[src/rtl/cmd_rx_if.sv]
// cmd_rx_if: bundles the byte-stream input handshake, the decoded memory
// request handshake and the error pulse of the command parser.
//   rx_data/rx_valid/rx_ready : incoming byte stream (valid/ready)
//   mreq_valid/mreq_ready     : decoded request handshake
//   mreq_tag/wr/aincr/wfmt/wcnt/addr : decoded request fields
//   err                       : one-cycle pulse on bad header or timeout
// Modports: slave = the parser, master = byte source plus request consumer.
interface cmd_rx_if;
    logic [7:0]  rx_data;
    logic        rx_valid;
    logic        rx_ready;
    logic        mreq_valid;
    logic        mreq_ready;
    logic [7:0]  mreq_tag;
    logic        mreq_wr;
    logic        mreq_aincr;
    logic [2:0]  mreq_wfmt;
    logic [7:0]  mreq_wcnt;
    logic [23:0] mreq_addr;
    logic        err;

    modport slave (
        input  rx_data, rx_valid, mreq_ready,
        output rx_ready, mreq_valid, mreq_tag, mreq_wr, mreq_aincr,
               mreq_wfmt, mreq_wcnt, mreq_addr, err
    );

    modport master (
        output rx_data, rx_valid, mreq_ready,
        input  rx_ready, mreq_valid, mreq_tag, mreq_wr, mreq_aincr,
               mreq_wfmt, mreq_wcnt, mreq_addr, err
    );
endinterface

[src/rtl/cmd_rx.sv]
// cmd_rx: parses a 6-byte command frame (HDR, TAG, WCNT, ADDR[23:16],
// ADDR[15:8], ADDR[7:0]) from a byte stream into one memory request.
// Bad headers are dropped with an error pulse; a frame that stalls for
// TIMEOUT cycles between bytes is abandoned with an error pulse
// (TIMEOUT = 0 disables this). While a request waits for acceptance the
// byte input is back-pressured.
// Ports:
//   clk  : clock
//   rst  : asynchronous active-high reset
//   bus  : cmd_rx_if.slave (byte input, request output, err pulse)
module cmd_rx #(
    parameter int TIMEOUT = 1000
) (
    input  logic      clk,
    input  logic      rst,
    cmd_rx_if.slave   bus
);

    // A 1-bit counter is kept when the timeout is disabled so the vector
    // never collapses to zero width.
    localparam int CW = (TIMEOUT > 0) ? $clog2(TIMEOUT + 1) : 1;
    localparam logic [CW-1:0] CNT_LIMIT = CW'(TIMEOUT);
    localparam logic [CW-1:0] CNT_ONE   = CW'(1);
    localparam logic [CW-1:0] CNT_ZERO  = CW'(0);

    typedef enum logic [2:0] {
        ST_IDLE = 3'd0,
        ST_TAG  = 3'd1,
        ST_WCNT = 3'd2,
        ST_A2   = 3'd3,
        ST_A1   = 3'd4,
        ST_A0   = 3'd5,
        ST_HOLD = 3'd6
    } state_t;

    state_t        state_r;
    logic [CW-1:0] cnt_r;
    logic          rx_ready_r;
    logic          mreq_valid_r;
    logic          err_r;
    logic [7:0]    tag_r;
    logic          wr_r;
    logic          aincr_r;
    logic [2:0]    wfmt_r;
    logic [7:0]    wcnt_r;
    logic [23:0]   addr_r;

    logic          accept_s;
    logic          hdr_ok_s;
    logic [CW-1:0] cnt_inc_s;
    logic          expire_s;

    // Byte acceptance, header validity and saturating timeout arithmetic.
    always_comb begin
        accept_s  = bus.rx_valid && rx_ready_r;
        hdr_ok_s  = bus.rx_data[7] && (bus.rx_data[4:3] == 2'b00);
        cnt_inc_s = (cnt_r == CNT_LIMIT) ? cnt_r : (cnt_r + CNT_ONE);
        // Expiry is judged on the value the counter would take this edge,
        // so an accepted byte on that same edge takes priority.
        expire_s  = (TIMEOUT != 0) && (cnt_inc_s == CNT_LIMIT);
    end

    // Frame-parsing FSM with all outputs registered.
    always_ff @(posedge clk or posedge rst) begin
        if (rst) begin
            state_r      <= ST_IDLE;
            cnt_r        <= CNT_ZERO;
            rx_ready_r   <= 1'b0;
            mreq_valid_r <= 1'b0;
            err_r        <= 1'b0;
            tag_r        <= 8'h00;
            wr_r         <= 1'b0;
            aincr_r      <= 1'b0;
            wfmt_r       <= 3'b000;
            wcnt_r       <= 8'h00;
            addr_r       <= 24'h000000;
        end else begin
            err_r <= 1'b0;
            case (state_r)
                ST_IDLE: begin
                    // Also the path that raises rx_ready after reset.
                    rx_ready_r <= 1'b1;
                    cnt_r      <= CNT_ZERO;
                    if (accept_s) begin
                        if (hdr_ok_s) begin
                            wr_r    <= bus.rx_data[6];
                            aincr_r <= bus.rx_data[5];
                            wfmt_r  <= bus.rx_data[2:0];
                            state_r <= ST_TAG;
                        end else begin
                            err_r <= 1'b1;
                        end
                    end
                end
                ST_TAG, ST_WCNT, ST_A2, ST_A1, ST_A0: begin
                    if (accept_s) begin
                        cnt_r <= CNT_ZERO;
                        case (state_r)
                            ST_TAG: begin
                                tag_r   <= bus.rx_data;
                                state_r <= ST_WCNT;
                            end
                            ST_WCNT: begin
                                wcnt_r  <= bus.rx_data;
                                state_r <= ST_A2;
                            end
                            ST_A2: begin
                                addr_r[23:16] <= bus.rx_data;
                                state_r       <= ST_A1;
                            end
                            ST_A1: begin
                                addr_r[15:8] <= bus.rx_data;
                                state_r      <= ST_A0;
                            end
                            ST_A0: begin
                                addr_r[7:0]  <= bus.rx_data;
                                state_r      <= ST_HOLD;
                                rx_ready_r   <= 1'b0;
                                mreq_valid_r <= 1'b1;
                            end
                            default: begin
                                state_r <= ST_IDLE;
                            end
                        endcase
                    end else if (expire_s) begin
                        state_r <= ST_IDLE;
                        cnt_r   <= CNT_ZERO;
                        err_r   <= 1'b1;
                    end else begin
                        cnt_r <= cnt_inc_s;
                    end
                end
                ST_HOLD: begin
                    if (bus.mreq_ready) begin
                        mreq_valid_r <= 1'b0;
                        rx_ready_r   <= 1'b1;
                        state_r      <= ST_IDLE;
                    end else begin
                        mreq_valid_r <= 1'b1;
                    end
                end
                default: begin
                    state_r      <= ST_IDLE;
                    cnt_r        <= CNT_ZERO;
                    rx_ready_r   <= 1'b1;
                    mreq_valid_r <= 1'b0;
                end
            endcase
        end
    end

    assign bus.rx_ready   = rx_ready_r;
    assign bus.mreq_valid = mreq_valid_r;
    assign bus.err        = err_r;
    assign bus.mreq_tag   = tag_r;
    assign bus.mreq_wr    = wr_r;
    assign bus.mreq_aincr = aincr_r;
    assign bus.mreq_wfmt  = wfmt_r;
    assign bus.mreq_wcnt  = wcnt_r;
    assign bus.mreq_addr  = addr_r;

endmodule

[src/flat_wrapper.sv]
// flat-port wrapper written by rule: the top's interface ports become plain ports
module cmd_rx_flat 
#(
    parameter int TIMEOUT = 1000
)
  (clk, rst, bus_rx_data, bus_rx_valid, bus_mreq_ready, bus_rx_ready, bus_mreq_valid, bus_mreq_tag, bus_mreq_wr, bus_mreq_aincr, bus_mreq_wfmt, bus_mreq_wcnt, bus_mreq_addr, bus_err);
  cmd_rx_if bus_i ();
  input  logic clk;
  input  logic rst;
  input wire logic [$bits(bus_i.rx_data)-1:0] bus_rx_data;
  input wire logic [$bits(bus_i.rx_valid)-1:0] bus_rx_valid;
  input wire logic [$bits(bus_i.mreq_ready)-1:0] bus_mreq_ready;
  output wire logic [$bits(bus_i.rx_ready)-1:0] bus_rx_ready;
  output wire logic [$bits(bus_i.mreq_valid)-1:0] bus_mreq_valid;
  output wire logic [$bits(bus_i.mreq_tag)-1:0] bus_mreq_tag;
  output wire logic [$bits(bus_i.mreq_wr)-1:0] bus_mreq_wr;
  output wire logic [$bits(bus_i.mreq_aincr)-1:0] bus_mreq_aincr;
  output wire logic [$bits(bus_i.mreq_wfmt)-1:0] bus_mreq_wfmt;
  output wire logic [$bits(bus_i.mreq_wcnt)-1:0] bus_mreq_wcnt;
  output wire logic [$bits(bus_i.mreq_addr)-1:0] bus_mreq_addr;
  output wire logic [$bits(bus_i.err)-1:0] bus_err;
  assign bus_i.rx_data = bus_rx_data;
  assign bus_i.rx_valid = bus_rx_valid;
  assign bus_i.mreq_ready = bus_mreq_ready;
  assign bus_rx_ready = bus_i.rx_ready;
  assign bus_mreq_valid = bus_i.mreq_valid;
  assign bus_mreq_tag = bus_i.mreq_tag;
  assign bus_mreq_wr = bus_i.mreq_wr;
  assign bus_mreq_aincr = bus_i.mreq_aincr;
  assign bus_mreq_wfmt = bus_i.mreq_wfmt;
  assign bus_mreq_wcnt = bus_i.mreq_wcnt;
  assign bus_mreq_addr = bus_i.mreq_addr;
  assign bus_err = bus_i.err;
  cmd_rx #(.TIMEOUT(TIMEOUT)) u_core (.clk(clk), .rst(rst), .bus(bus_i));
endmodule
[config.mk]
export PLATFORM = sky130hd
export DESIGN_NAME = cmd_rx_flat
export DESIGN_NICKNAME = d
export VERILOG_FILES = /design/src/rtl/cmd_rx_if.sv /design/src/rtl/cmd_rx.sv /design/src/flat_wrapper.sv
export SDC_FILE = /design/constraint.sdc
export NUM_CORES = 1
export LEC_CHECK = 0
export CAP_MARGIN = 20
export CORE_AREA = 2 2 74 76
export DETAILED_ROUTE_END_ITERATION = 10
export DIE_AREA = 0 0 76 78
export PLACE_DENSITY = 0.83
export SYNTH_ARGS = -nofsm -noshare
export SYNTH_HDL_FRONTEND = slang
export SYNTH_SLANG_ARGS = --single-unit
[constraint.sdc]
create_clock -name clk -period 6 [get_ports clk]
set_clock_uncertainty 0.1 [all_clocks]
set_input_delay 1.5 -clock clk [delete_from_list [all_inputs] [get_ports clk]]
set_output_delay 1.5 -clock clk [all_outputs]
set_load 0.02 [all_outputs]
; ---- After elaboration in Yosys (flattened, before gate mapping)
; Cells that the tools add are included.
; W data, S select, Z words.
[classes]
add_sub_neg = 1
n_eq_ne = 14
muxes = 24
bitwise = 1
n_reduce_logical = 14
[op_table]
columns = op, count
row1 = $mux W10, 3
row2 = $reduce_and A3 Y1, 8
row3 = $eq A10 B10 Y1 const B, 2
row4 = $pmux W10 S2, 1
row5 = $mux W3, 5
row6 = $pmux W3 S5, 1
row7 = $add A10 B1 Y10 const B, 1
row8 = $mux W1, 10
row9 = $eq A3 B3 Y1 const B, 3
row10 = $pmux W3 S3, 1
row11 = $ne A2 B1 Y1 const B, 4
row12 = $eq A3 B2 Y1 const B, 2
row13 = $reduce_or A5 Y1, 1
row14 = $pmux W1 S2, 2
row15 = $reduce_and A4 Y1, 1
row16 = $eq A3 B1 Y1 const B, 1
row17 = $logic_not A3 Y1, 1
row18 = $ne A3 B1 Y1 const B, 1
row19 = $pmux W1 S3, 1
row20 = $logic_and A1 B1 Y1, 2
row21 = $logic_not A2 Y1, 1
row22 = $ne A2 B2 Y1 const B, 1
row23 = $not A1 Y1, 1
[word_totals]
regBits = 61
in_bits = 12
out_inout_bits = 48
word_cells = 67

; ---- Longest topological paths before layout
; Gate-level depths: netlist of the first run.
[logic_depth]
ltp_word = 6
depth_mapped = 9
mapped_depth_nobuf = 8

; ---- Least setup slack after synthesis of the first run
; Ideal clock, no wire load.
[synth_timing]
path_type = input port to flip-flop
start = input bus_rx_valid
end = register u_core.cnt_r[9]
setup_time_ps = 116
arrival_ps = 2944
required_ps = 5784
path_slack_ps = 2841
stages = 5
n_path_buf = 1
path_cell_list = and2_1 > clkbuf_1 > a211oi_1 > nand2_1 > o311ai_0
[synth_via]
elab_chain_cells = 3
[synth_rtl]
columns = element, line
row1 = start: declaration, flat_wrapper.sv:11  ; input wire logic [$bits(bus_i.rx_valid)-1:0] bus_rx_valid;
row2 = $logic_and A1 B1 Y1, cmd_rx.sv:55  ; accept_s = bus.rx_valid && rx_ready_r;
row3 = $mux W10, cmd_rx.sv:96  ; if (accept_s) begin
row4 = $pmux W10 S2, cmd_rx.sv:79  ; case (state_r)
row5 = end signal: assignment, cmd_rx.sv:130  ; cnt_r <= cnt_inc_s;
row6 = end: declaration, cmd_rx.sv:37  ; logic [CW-1:0] cnt_r;
; Every way passes these cells.
; A chain may end at the register's enable or synchronous reset.

; ---- Worst setup path after layout of the first run
; Same ends and word-level chain as after synthesis.

==> impl_results.md, run 1 <==
* Run status: finished, final reports clean
* Sinks on Clock Net at 61
* RSZ-0062 raised after global routing: false
* Height of the die at 78 um
* Fin util at 70.9%
* Dominant cell type by area after synthesis: dfrtp_1
* Startpoint class of the critical path: primary input
* Yosys reg bits at 61
* Drt first pass iters at 4
* CTS Buf Count at 9
* Routed via count at 2023
* Crit-path slowest cell: a211oi_1
* Synth cell count leaders: dfrtp_1, mux2_2, nand2_1
* Critical path peak fanout at 9
* Reg2Reg Depth at 8
* Final Hold Fails at 0
* Minimum clock period at 3.60 ns
* Count leader, synth: dfrtp_1
* Initial antenna violation count at 0
* CTS tree: done
* Congestion Overflow GR at 0
* FP Rows at 26
* CTS Hold Bufs at 0
* Largest cells by area after synthesis: dfrtp_1, mux2_2, nand2_1
* Root Driver: clkbuf_8
* I/O Pins at 60
* CP cell instances: clkdlybuf4s50_1 > and2_1 > a211oi_1 > nand2_1 > o311ai_0
* Min-delay worst type: reg2reg
* Leakage at 1.46 nW
* R2r endpoint: u_core.cnt_r[9]
* Port buffer count at 59
* Fmax at 278 MHz
* Dpl hpwl at 4.10 mm
* Core area at 5040 um2
* Slew @ Worst Pin at 0.920 ns
* Reg2Reg Launch Point: u_core.cnt_r[0]
* Delay of the slowest critical-path stage at 0.74 ns
* Global-route wire length before repair at 10.5 mm
* Largest net degree at the start of global routing at 62
* Chip Width at 76 um
* MaxCap Viol Count at 0
* EDFF count, synth at 0
* Crit path buf inv count at 1
* Mapped cell area at 2710 um2
* Tcrit/Tclk final at 60.0%
* Cell family with most CP delay: compound AO/OA/AOI/OAI gates
* Setup TNS at 0 ns
* DRC at 0
* DRT Wirelength at 6.26 mm
* Max clock buf depth at 2
* Slew Limit Fails at 0
* Htree depth at 3
* Top cell type's share of synthesized area at 56.4%
* Post-synthesis cell type count at 43
* R2r setup slk at 3.10 ns
* Resize count post-CTS at 0
* Vias per cell at 5.62
* Asr flop ratio synth at 100%
* P&R area growth vs syn at 32.2%
* RD Place Congestion at 0.891
* Relative slew slack at 38.3%
* YS warnings at 0
* CP Data Required Time at 6.12 ns
* Mapped Nets at 236
* Count of final setup violators at 0
* Mean area per synthesized cell at 12.2 um2
* Pwr Density at 564 nW/um2
* Total track usage at 23.2%
* Crit Path Category: in2reg
* Hold path cells at 1
* Worst IR Drop VDD at 0.384 mV
* Antenna-violating nets left at 0
* Starting density of the core at 53.7%
* Die area at 5930 um2
* WP data arrival at 3.72 ns
* Crit. End Element: flip-flop
* Seq/Total Area, Yosys at 56.4%
* Nets at 299
* WL/cell at 17.4 um
* CTS clk-pin slew, worst paths at 0.06 ns
* Hold path startpoint: u_core.bus.mreq_addr[17]
* Vias in the first global route at 2054
* Syn Inst Count at 222
* Ys flop type: dfrtp_1
* Hold EP: u_core.bus.mreq_addr[17]
* Post-CTS Setup Inserts at 0
* Worst-Skew Late Latency at 0.34 ns
* Proportion of layout cells with a drive suffix above 1 at 22.8%
* Initial DRC count at 223
* N_diodes at 0
cell usage in the layout, fill, tap and decap left out, types with 2 or more instances in the layout:
cell type,instances
a21o_1,2
a21oi_1,3
a31oi_1,6
and2_1,2
bufinv_16,2
clkbuf_8,10
clkdlybuf4s50_1,59
clkinv_2,2
dfrtp_1,61
ha_1,2
inv_1,7
mux2_2,45
nand2_1,15
nand2b_1,6
nand3_1,7
nand4_1,4
nor2_1,14
nor3_1,2
o21ai_0,7
o22ai_1,5
xor2_1,2
report_power, final:
| part | leakage [nW] | internal, W | switching (W) | total, W |
|---|---|---|---|---|
| Clock | 0.112 | 0.000244 | 0.000158 | 0.000402 |
| Combinational | 0.590 | 0.000459 | 0.000444 | 0.000903 |
| Sequential | 0.760 | 0.000587 | 0.000125 | 0.000712 |
kinds of logic (layout without fill, tap and decap cells):
family	after synthesis	count (layout)	share of synthesized area [%]
adders and majority gates	2	2	0.924
muxes	46	46	19.1
DFF	61	61	56.4
AOI/OAI and AO/OA	35	35	8.97
buffers and inverters	16	84	2.54
and+or+nand+nor	60	60	11.4
xor gates and xnor gates	2	2	0.647
registers in the layout (all words and copies together), names as in the netlist:
register	cells
u_core.bus.mreq_addr	24
u_core.cnt_r	10
u_core.bus.mreq_tag	8
u_core.bus.mreq_wcnt	8
u_core.bus.mreq_wfmt	3
u_core.state_r	3
u_core.bus.err	1
u_core.bus.mreq_aincr	1
u_core.bus.mreq_valid	1
u_core.bus.mreq_wr	1
u_core.bus.rx_ready	1
stage by stage:
stage               area, um2  hold WS, ns  worst slack (ns)  power [W]  instances
floorplan                2710        0.426              2.84    0.00119        222
finish                   3580        0.407              2.40    0.00202        360
detailed placement       3350        0.392              2.10    0.00161        344
CTS                      3580        0.410              2.42    0.00203        360
global route             3580        0.423              2.21    0.00212        360
global placement         3350        0.386              2.18    0.00159        344
worst max path at each step:
stage | to | start | cells after the start | slack [ns]
CTS | u_core.cnt_r[9] | bus_rx_valid | 5 | 2.42
detailed placement | u_core.cnt_r[9] | bus_rx_valid | 5 | 2.10
global placement | u_core.cnt_r[9] | bus_rx_valid | 5 | 2.18
global route | u_core.cnt_r[9] | bus_rx_valid | 5 | 2.21
finish | u_core.cnt_r[9] | bus_rx_valid | 5 | 2.40
floorplan | u_core.cnt_r[9] | bus_rx_valid | 5 | 2.84
cell type report:
type | count | area [um2]
fill | 329 | 1470
inverter | 8 | 30.0
timing repair buffer | 60 | 598
clock inverter | 6 | 86.3
tap | 70 | 87.6
clock buffer | 10 | 138
sequential | 61 | 1530
multi-input combinational | 145 | 1110
metal layers:
layer  GRT usage [%]  wire (um)  vias up
met4            8.73         99        0
met5               0          0        -
met2            37.6       2970       91
li1                -          -      931
met1            28.2       2630      988
met3            8.95        557       13
worst register-to-register path: stages, from the launching register on:
cell and delay, ns:
dfrtp_1 0.44, inv_1 0.14, ha_1 0.23, nand3_2 0.09, o311a_1 0.35, or4_1 0.48
a2111o_1 0.47, nand2_1 0.29, o311ai_0 0.17
(Power assumes the default switching activity.)
==> run 2: changes to the inputs <==
Settings changed: CORE_AREA 2 2 74 76 to 2 2 81 83, DIE_AREA 0 0 76 78 to 0 0 83 85, PLACE_DENSITY 0.83 to 0.74.
Clock period 6 ns to 3 ns, I/O delays scaled along.
==> run 2 against run 1 <==
Via count is 0.79% lower. Sequential share of layout area is 0.62 points lower. Count of clock-buffer cells in the layout unchanged. Non-clock buffer count increased by 11. Critical path depth is 4 higher. Power up 94%. Die area up 19%. Largest cell class unchanged.
==> impl_results.md, run 2 (synthesized netlist as in run 1, its figures left out) <==
* Run status: finished, final reports clean
* Total track usage at 18.7%
* Vias per cell at 5.31
* I/O Pins at 60
* Largest register FFs at 24
* DRT Wirelength at 6.29 mm
* Proportion of layout cells with a drive suffix above 1 at 25.6%
* Count of final setup violators at 0
* Most frequent cells in the layout: dfrtp_1, clkdlybuf4s50_1, mux2_2
* Dpl hpwl at 4.42 mm
* N_diodes at 0
* Largest net degree at the start of global routing at 34
* Nets at 310
* P&R area growth vs syn at 34.1%
* Worst IR Drop VDD at 0.714 mV
* CTS Buf Count at 9
* RD Place Congestion at 0.891
* MaxCap Viol Count at 0
* Chip Width at 83 um
* Initial DRC count at 85
* Tcrit/Tclk final at 91.6%
* WL met3 at 404 um
* Slew @ Worst Pin at 0.706 ns
* WL/cell at 16.7 um
* Worst-Skew Late Latency at 0.33 ns
* Drt first pass iters at 5
* FP Rows at 29
* Core area at 6200 um2
* DRC at 0
* Pre-CTS setup slack at 0.261 ns
* Critical path peak fanout at 6
* Minimum clock period at 2.75 ns
* Global-route wire length before repair at 10.6 mm
* CP cell instances: inv_1 > ha_1 > nand3_2 > o311a_1 > or4_1 > a2111o_1 > buf_4 > nand4_1 > o311ai_0
* Startpoint class of the critical path: flip-flop
* Resize count post-CTS at 0
* Height of the die at 85 um
* Initial antenna violation count at 0
* Met1 wire length at 2.81 mm
* Port buffer count at 59
* WP data arrival at 2.82 ns
* Max Used Layer: met4
* Met2 WL at 3.02 mm
* Max clock buf depth at 2
* Post-CTS Setup Inserts at 0
* Crit Path Category: reg2reg
* RSZ-0062 raised after global routing: false
* Die area at 7060 um2
* Slew Limit Fails at 0
* Pwr Density at 1080 nW/um2
* Crit. End Element: flip-flop
* Min-delay worst type: reg2reg
* Relative slew slack at 52.8%
* Starting density of the core at 43.6%
* Crit path buf inv count at 2
* Leakage at 1.49 nW
* Cell family with most CP delay: compound AO/OA/AOI/OAI gates
* Minimum setup slack in the final design at 0.251 ns
* Final Hold Fails at 0
* Fmax at 364 MHz
* Congestion Overflow GR at 0
* Hold_ws at 0.405 ns
* Antenna-violating nets left at 0
* CTS clk-pin slew, worst paths at 0.07 ns
* Vias in the first global route at 2143
* CTS Hold Bufs at 0
* Root Driver: clkbuf_8
* CTS tree: done
* Most common cell after layout, fill and taps aside: dfrtp_1
* Setup TNS at 0 ns
* Routed via count at 2007
* Sinks on Clock Net at 61
* CP Data Required Time at 3.08 ns
* Crit-path slowest cell: or4_1
* Htree depth at 3
* Delay of the slowest critical-path stage at 0.48 ns
* R2r setup slk at 0.25 ns
-- run 2: cell count changes in the layout (fill, tap and decap cells not counted), sizes merged --
cell,previous run,this run
inv,8,9
buf,1,12
bufinv,2,0
clkinv,3,1
clkinvlp,1,4
-- run 2: layout make-up --
type / count / area (um2)
clock inverters: 6 / 47.5
flip-flops and latches: 61 / 1530
inverters: 8 / 30.0
repair buffers: 71 / 681
well taps: 77 / 96.3
multi-input cells: 145 / 1110
clock buffers: 10 / 138
fillers: 507 / 2570
-- run 2: final timing paths --
path                                          from                 endpoint  cells after the start
hold reg to reg            u_core.bus.mreq_addr[8]  u_core.bus.mreq_addr[8]                      1
max in group asynchronous                      rst          u_core.cnt_r[5]                      3
setup / recovery                   u_core.cnt_r[0]          u_core.cnt_r[9]                      9
setup reg to reg                   u_core.cnt_r[0]          u_core.cnt_r[9]                      9
hold / removal             u_core.bus.mreq_addr[8]  u_core.bus.mreq_addr[8]                      1
min in group asynchronous                      rst          u_core.cnt_r[3]                      2
-- run 2: metal layers --
metal | track usage [%] | vias up
li1 | - | 961
met1 | 24.1 | 994
met2 | 30.3 | 46
met3 | 6.52 | 6
met4 | 5.37 | 0
met5 | 0 | -
-- run 2: where the power goes --
part / internal [W] / leakage [nW] / switching (W)
registers: 0.00117 / 0.760 / 0.000242
clock network: 0.000326 / 0.0811 / 0.000342
logic: 0.000948 / 0.645 / 0.000875
total: 0.00245 / 1.49 / 0.00146
-- run 2: stage by stage --
stage          power [W]  util [%]  instances  cell area, um2
4_1_cts          0.00394      58.5        378            3630
3_3_place_gp     0.00322      55.5        362            3440
6_report         0.00391      58.5        378            3630
3_5_place_dp     0.00326      55.5        362            3440
5_1_grt          0.00414      58.5        378            3630
2_1_floorplan    0.00239         -        222            2710
